## src/rtl/piso_serializer_pkg.sv

```systemverilog
// Shared definitions for the parallel-in / serial-out serializer:
// FSM state encoding and the frame-length helper.
package piso_serializer_pkg;

    typedef enum logic {
        ST_IDLE  = 1'b0,
        ST_SHIFT = 1'b1
    } state_e;

    // Number of serial bits per word: data bits plus the optional parity bit.
    function automatic int frame_len(input int width, input int parity_en);
        return width + ((parity_en != 0) ? 1 : 0);
    endfunction

endpackage

```

## src/rtl/piso_serializer_if.sv

```systemverilog
// Word handshake in, serial bit stream out. The producer side uses master;
// the serializer uses slave.
interface piso_serializer_if #(
    parameter int WIDTH = 8
);
    logic [WIDTH-1:0] din;
    logic             din_valid;
    logic             din_ready;
    logic             sout;
    logic             sout_valid;
    logic             sout_last;
    logic             busy;

    modport master (
        output din, din_valid,
        input  din_ready, sout, sout_valid, sout_last, busy
    );

    modport slave (
        input  din, din_valid,
        output din_ready, sout, sout_valid, sout_last, busy
    );
endinterface

```

## src/rtl/piso_bit_counter.sv

```systemverilog
// Position counter within a serial frame; tc flags the final bit.
module piso_bit_counter #(
    parameter int FRAME = 8
) (
    input  logic                         clk,
    input  logic                         rst,
    input  logic                         clear,
    input  logic                         inc,
    output logic [$clog2(FRAME+1)-1:0]   count,
    output logic                         tc
);
    localparam int CW = $clog2(FRAME + 1);
    localparam logic [CW-1:0] LAST = CW'(FRAME - 1);

    logic [CW-1:0] count_reg;

    // clear wins over inc so a new frame always starts from bit 0
    always_ff @(posedge clk) begin
        if (rst || clear) begin
            count_reg <= '0;
        end else if (inc) begin
            count_reg <= count_reg + CW'(1);
        end
    end

    assign count = count_reg;
    assign tc    = (count_reg == LAST);

endmodule

```

## src/rtl/piso_serializer.sv

```systemverilog
// Parallel-in / serial-out stage: accepts a word on valid/ready and emits it
// one bit per clock, optionally followed by an even-parity bit.
module piso_serializer
    import piso_serializer_pkg::*;
#(
    parameter int WIDTH     = 8,
    parameter int MSB_FIRST = 1,
    parameter int PARITY_EN = 0
) (
    input  logic              clk,
    input  logic              rst,
    piso_serializer_if.slave  bus
);
    localparam int FRAME = frame_len(WIDTH, PARITY_EN);
    localparam int CW    = $clog2(FRAME + 1);
    localparam logic [CW-1:0] LAST = CW'(FRAME - 1);

    state_e              state_reg;
    state_e              state_next;
    logic [FRAME-1:0]    frame_reg;
    logic [FRAME-1:0]    frame_word;
    logic [(2**CW)-1:0]  frame_ext;
    logic [CW-1:0]       count;
    logic [CW-1:0]       bit_idx;
    logic                tc;
    logic                in_shift;
    logic                last_bit;
    logic                din_ready;
    logic                accept;

    assign in_shift  = (state_reg == ST_SHIFT);
    assign last_bit  = in_shift & tc;
    assign din_ready = (state_reg == ST_IDLE) | last_bit;
    assign accept    = bus.din_valid & din_ready;

    // Frame word is stored in transmit order: bit FRAME-1 goes out first.
    for (genvar gi = 0; gi < WIDTH; gi++) begin : g_map
        localparam int SRC = (MSB_FIRST != 0) ? (WIDTH - 1 - gi) : gi;
        assign frame_word[FRAME-1-gi] = bus.din[SRC];
    end

    if (PARITY_EN != 0) begin : g_parity
        assign frame_word[0] = ^bus.din;
    end

    piso_bit_counter #(
        .FRAME (FRAME)
    ) u_bit_counter (
        .clk   (clk),
        .rst   (rst),
        .clear (accept | last_bit),
        .inc   (in_shift & ~tc),
        .count (count),
        .tc    (tc)
    );

    always_ff @(posedge clk) begin
        if (rst) begin
            state_reg <= ST_IDLE;
        end else begin
            state_reg <= state_next;
        end
    end

    always_comb begin
        state_next = state_reg;
        case (state_reg)
            ST_IDLE: begin
                if (accept) state_next = ST_SHIFT;
            end
            ST_SHIFT: begin
                if (tc && !accept) state_next = ST_IDLE;
            end
            default: state_next = ST_IDLE;
        endcase
    end

    // Loaded on accept and cleared when the frame ends without a follow-on word.
    always_ff @(posedge clk) begin
        if (rst) begin
            frame_reg <= '0;
        end else if (accept) begin
            frame_reg <= frame_word;
        end else if (last_bit) begin
            frame_reg <= '0;
        end
    end

    // Bits are picked by counter position; zero-extension keeps the index width exact.
    assign frame_ext = {{((2**CW) - FRAME){1'b0}}, frame_reg};
    assign bit_idx   = LAST - count;

    assign bus.din_ready  = din_ready;
    assign bus.sout       = in_shift & frame_ext[bit_idx];
    assign bus.sout_valid = in_shift;
    assign bus.sout_last  = last_bit;
    assign bus.busy       = in_shift;

endmodule

```

## src/flat_wrapper.sv

```systemverilog
// flat-port wrapper written by rule: the top's interface ports become plain ports
module piso_serializer_flat import piso_serializer_pkg::*;
#(
    parameter int WIDTH     = 8,
    parameter int MSB_FIRST = 1,
    parameter int PARITY_EN = 0
)
  (clk, rst, bus_din, bus_din_valid, bus_din_ready, bus_sout, bus_sout_valid, bus_sout_last, bus_busy);
  piso_serializer_if #(.WIDTH(WIDTH)) bus_i ();
  input  logic clk;
  input  logic rst;
  input wire logic [$bits(bus_i.din)-1:0] bus_din;
  input wire logic [$bits(bus_i.din_valid)-1:0] bus_din_valid;
  output wire logic [$bits(bus_i.din_ready)-1:0] bus_din_ready;
  output wire logic [$bits(bus_i.sout)-1:0] bus_sout;
  output wire logic [$bits(bus_i.sout_valid)-1:0] bus_sout_valid;
  output wire logic [$bits(bus_i.sout_last)-1:0] bus_sout_last;
  output wire logic [$bits(bus_i.busy)-1:0] bus_busy;
  assign bus_i.din = bus_din;
  assign bus_i.din_valid = bus_din_valid;
  assign bus_din_ready = bus_i.din_ready;
  assign bus_sout = bus_i.sout;
  assign bus_sout_valid = bus_i.sout_valid;
  assign bus_sout_last = bus_i.sout_last;
  assign bus_busy = bus_i.busy;
  piso_serializer #(.WIDTH(WIDTH), .MSB_FIRST(MSB_FIRST), .PARITY_EN(PARITY_EN)) u_core (.clk(clk), .rst(rst), .bus(bus_i));
endmodule
```

## config.mk

```make
export PLATFORM = sky130hd
export DESIGN_NAME = piso_serializer_flat
export DESIGN_NICKNAME = d
export VERILOG_FILES = /design/src/rtl/piso_serializer_pkg.sv /design/src/rtl/piso_serializer_if.sv /design/src/rtl/piso_bit_counter.sv /design/src/rtl/piso_serializer.sv /design/src/flat_wrapper.sv
export SDC_FILE = /design/constraint.sdc
export NUM_CORES = 1
export LEC_CHECK = 0
export CAP_MARGIN = 20
export CORE_MARGIN = 3
export CORE_UTILIZATION = 40
export DETAILED_ROUTE_END_ITERATION = 8
export HOLD_SLACK_MARGIN = 0.15
export PLACE_DENSITY = 0.69
export SKIP_CTS_REPAIR_TIMING = 1
export SLEW_MARGIN = 40
export SYNTH_ARGS = -nofsm -noshare
export SYNTH_HDL_FRONTEND = slang
export SYNTH_HIERARCHICAL = 1
export SYNTH_SLANG_ARGS = --single-unit
```

## constraint.sdc

```tcl
create_clock -name clk -period 3.2 [get_ports clk]
set_input_delay 0.64 -clock clk [delete_from_list [all_inputs] [get_ports clk]]
set_output_delay 0.64 -clock clk [all_outputs]
set_load 0.1 [all_outputs]
```

======== Word-level counts from Yosys, hierarchy flattened ========
Cells that the tools add are included.
operators by class
  add/sub/neg operators ................... 2
  $lt $le $gt $ge ......................... 1
  equal/unequal tests ..................... 1
  multiplexer cells ....................... 7
  bitwise gates (word level) .............. 8
  reduce and logical (&&, ||, !) cells .... 4
operators by type and width
  operator                                                    count
  2-to-1 mux 8 bit                                            2
  less-than comparator 4 x 5 -> 1 bit, second input constant  1
  adder 4 x 1 -> 4 bit, second input constant                 1
  bitwise AND 1 bit                                           4
  binary-select mux 1 bit (select 4 bit)                      1
  equality test 4 x 3 -> 1 bit, second input constant         1
  subtractor 3 x 4 -> 4 bit, first input constant             1
  2-to-1 mux 1 bit                                            3
  NOT 1 bit                                                   2
  bitwise OR 1 bit                                            2
  case mux 1 bit (2 select lines)                             1
  nonzero test 2 bit                                          1
  logical AND 1 bit                                           1
  zero test 1 bit                                             1
  logical OR 1 bit                                            1
storage, ports and cells
  bits in registers ....................... 13
  logic and storage cells ................. 26

======== Longest topological paths before layout ========
  depth in word-level cells ............... 8
  mapped depth ............................ 8

======== Modules after synthesis ========
The synthesis kept the hierarchy.
by module, submodules not included
  module            times used  cells each  area an instance (µm²)
  piso_serializer   1           44          421.7
  piso_bit_counter  1           19          185.2

======== Worst setup path before layout ========
OpenSTA, ideal clock, no wires.
  path type ............................... flip-flop to output port
  from .................................... register u_core.state_reg, in the netlist u_core/bus.busy
  to ...................................... output bus_sout
  arrival time ............................ 4.499 ns
  required time ........................... 2.560 ns
  slack ................................... -1.939 ns
  stages on the path, launching flop included .. 3
  buffers on the path ..................... 0
  cell sequence ........................... dfxtp_1 -> nand2b_1 -> a2111oi_1
between the ends
  cells in the longest elaborated chain, start to end .. 1
RTL lines
  item                    line                   RTL
  start, declared         piso_serializer.sv:18  state_e state_reg;
  start signal, assigned  piso_serializer.sv:61  state_reg <= state_next;
  bitwise AND 1 bit       piso_serializer.sv:94  assign bus.sout = in_shift & frame_ext[bit_idx];
  end, declared           flat_wrapper.sv:15     output wire logic [$bits(bus_i.sout)-1:0] bus_sout;
No other way between the ends.

======== Final worst setup path ========
  from .................................... register u_core.u_bit_counter.count_reg[1], in the netlist u_core/u_bit_counter/count[1]
  to ...................................... output bus_sout
between the ends
  cells in the longest elaborated chain, start to end .. 4
RTL lines
  item                                    line                    RTL
  start, declared                         piso_bit_counter.sv:15  logic [CW-1:0] count_reg;
  start signal, assigned                  piso_bit_counter.sv:22  count_reg <= count_reg + CW'(1);
  subtractor 3 x 4 -> 4 bit               piso_serializer.sv:91   assign bit_idx = LAST - count;
  binary-select mux 1 bit (select 4 bit)  piso_serializer.sv:94
  2-to-1 mux 1 bit (not written as such)  piso_serializer.sv:94
  bitwise AND 1 bit                       piso_serializer.sv:94
No other way between the ends. The select of a mux whose other input is x is not followed.

==> results.ini <==
[status]
outcome=complete, no violations

[timing]
period_minus_slack_ps=2590
worst_slack_ps=606
fmax_ghz=0.385
maxSlewHeadroom_pct=46.2
fin_setup_tns_ps=0
fin_crit_sh_pct=81.1
rsz0062_at_grt=no
report.final.slew_viol_count=0
worstMarginPinSlew_ps=786
setup_viol=0
hold_viol_final=0
worst_clock_skew_ps=1.50
timing.hold.ws_ps=492

[logic_synthesis]
post-synth-top-area-cell=dfxtp_1
synth_fp_nets=75
seq_area_frac_synth_pct=42.9
synth.most_common_cell=dfxtp_1
avgSynthCellArea_um2=9.63
ys.flop_type=dfxtp_1
ys_async_sr_fraction_pct=0
synth_top_area_share_pct=42.9
ys_seq_elements=13
synthesis.area_um2=607
synth_enable_flop_cells=0
postSynthCellCount=63
ys_warn_count=6
synth_area_leaders=dfxtp_1 43%, a32oi_1 12%, nor2_1 6.8%
ys_types=27
synth_common_cells=13 x dfxtp_1, 11 x nor2_1, 8 x a32oi_1

[floorplanning]
start_util_pct=44.4
die_w_um=45.0
die_area_um2=2020
die_h_um=45.0
ios=16
coreArea_um2=1370
rows=13

[drt]
dr.pass1.iters=4
routed_wl_um=1300
drt_iter0_drc=5
via_per_inst=5.61
vias=527
drc=0
ant_nets=0
drt-wirelength-per-cell_um=13.8

[global_routing]
grt.total_usage_pct=15.6
grt-ovfl-total=0
grt_pass1_wl_um=2280
grt_start_max_net_pins=13
grt_pass1_vias=504
antenna_found_initial=0

[power_and_ir_drop]
switching_power_w=0.000110
swShare_pct=30.9
p_per_area_nw_per_um2=447
pwr-share-clk_pct=28.5
leakagePower_nw=0.321
vdd_drop_max_uv=307
p_comb_share_pct=22.2
p_seq_share_pct=49.3
internal_power_w=0.000246

[placement]
placed_cells_incl_taps=90
port_buffers=15
dp_hpwl_um=930
dp_slack_ps=860
routabilityCongestion=0.714
dpl-instance-area_um2=768

[setup_path]
crit_fanout=7
cpPeakStageDelay_ps=680
path_cells=and2b_2 -> a2111oi_0 -> a2111oi_4 -> buf_4
crit_type=register to primary output
cp_slowest_cell=a2111oi_0
worstPathArrival_ps=1950
cp-end-kind=primary output
start_kind=register
crit_required_ps=2560

[flow_run]
max_cap_viol_count=0

[final_layout]
largest_reg_flops=8
design_area_um2=796
syn_to_final_growth_pct=31.1
antenna_cells=0
finalNonFillerCells=94
drive_gt1_share_pct=19.0
nets=92

[cts]
htree_levels=1
cts_tree=built
clock-root-buffer=clkbuf_4
cts_sinks=13
clkLatencyLatePin_ps=280
path_clk_slew_ps=80
cts_buffers=3
clk_path_buf_depth=2

[hold_path]
worstHoldPathType=register to register

placed cells by master, fill, tap and decap left out, types with 2 or more instances in the layout:
cell type        Yosys  final
a21oi_1              2      2
inv_1                4      4
mux2i_1              2      2
a32oi_1              8      8
buf_4                1      6
nor3b_1              2      2
nand2b_1             2      2
clkbuf_4             0      3
nor2_1              11     11
dfxtp_1             13     13
clkdlybuf4s50_1      0     10
path summary, 6_finish.rpt:
path	end	slack, ps	cells after the start	start
worst min register to register	u_core/frame_reg[4]	490	2	u_core/frame_reg[4]
worst max register to register	u_core/u_bit_counter/count[3]	1150	7	u_core/u_bit_counter/count[1]
worst max-delay path	bus_sout	610	4	u_core/u_bit_counter/count[1]
worst min-delay path	u_core/frame_reg[4]	490	2	u_core/frame_reg[4]
power groups by stage:
stage	registers (W)	logic [W]	clock network (W)
CTS	0.000176	0.0000795	0.000105
global placement	0.000180	0.0000781	0
global route	0.000177	0.0000849	0.000115
finish	0.000176	0.0000790	0.000101
floorplan	0.000184	0.0000503	0
detailed placement	0.000179	0.0000794	0
area by class of cell:
| type | instances | area, um2 |
|---|---|---|
| Fill cell | 133 | 571 |
| Tap cell | 15 | 18.8 |
| Timing Repair Buffer | 16 | 145 |
| Inverter | 4 | 15.0 |
| Clock inverter | 1 | 5.00 |
| Sequential cell | 13 | 260 |
| Multi-Input combinational cell | 42 | 329 |
| Clock buffer | 3 | 22.5 |
cells by family (layout without fill, tap and decap cells):
family	Yosys count	in the layout	synth area share, %
xor+xnor	1	1	1.44
fa+ha+maj	1	1	2.06
mux	5	5	11.3
buf+inv	8	24	5.77
simple gates	22	22	18.6
flops	13	13	42.9
compound gates	13	13	17.9
layer usage:
layer | up-vias | track usage, % | share of wire (%)
met4 | 0 | 5.26 | 1.0
met5 | - | 0 | 0
met2 | 19 | 23.4 | 46
met3 | 2 | 7.17 | 7.2
met1 | 243 | 19.8 | 46
li1 | 263 | - | -
worst max-delay path, delay by kind of cell (launching register included):
kind            cells  cell delay (ps)
compound gates      2              720
simple gates        1              240
buf+inv             1              270
flops               1              450
per-stage QoR:
stage / utilization [%] / total power [W]
floorplan: - / 0.000235
global placement: 56.2 / 0.000258
detailed placement: 56.2 / 0.000259
CTS: 58.2 / 0.000361
global route: 58.2 / 0.000377
finish: 58.2 / 0.000356
Power figures use the tool's default switching activity.
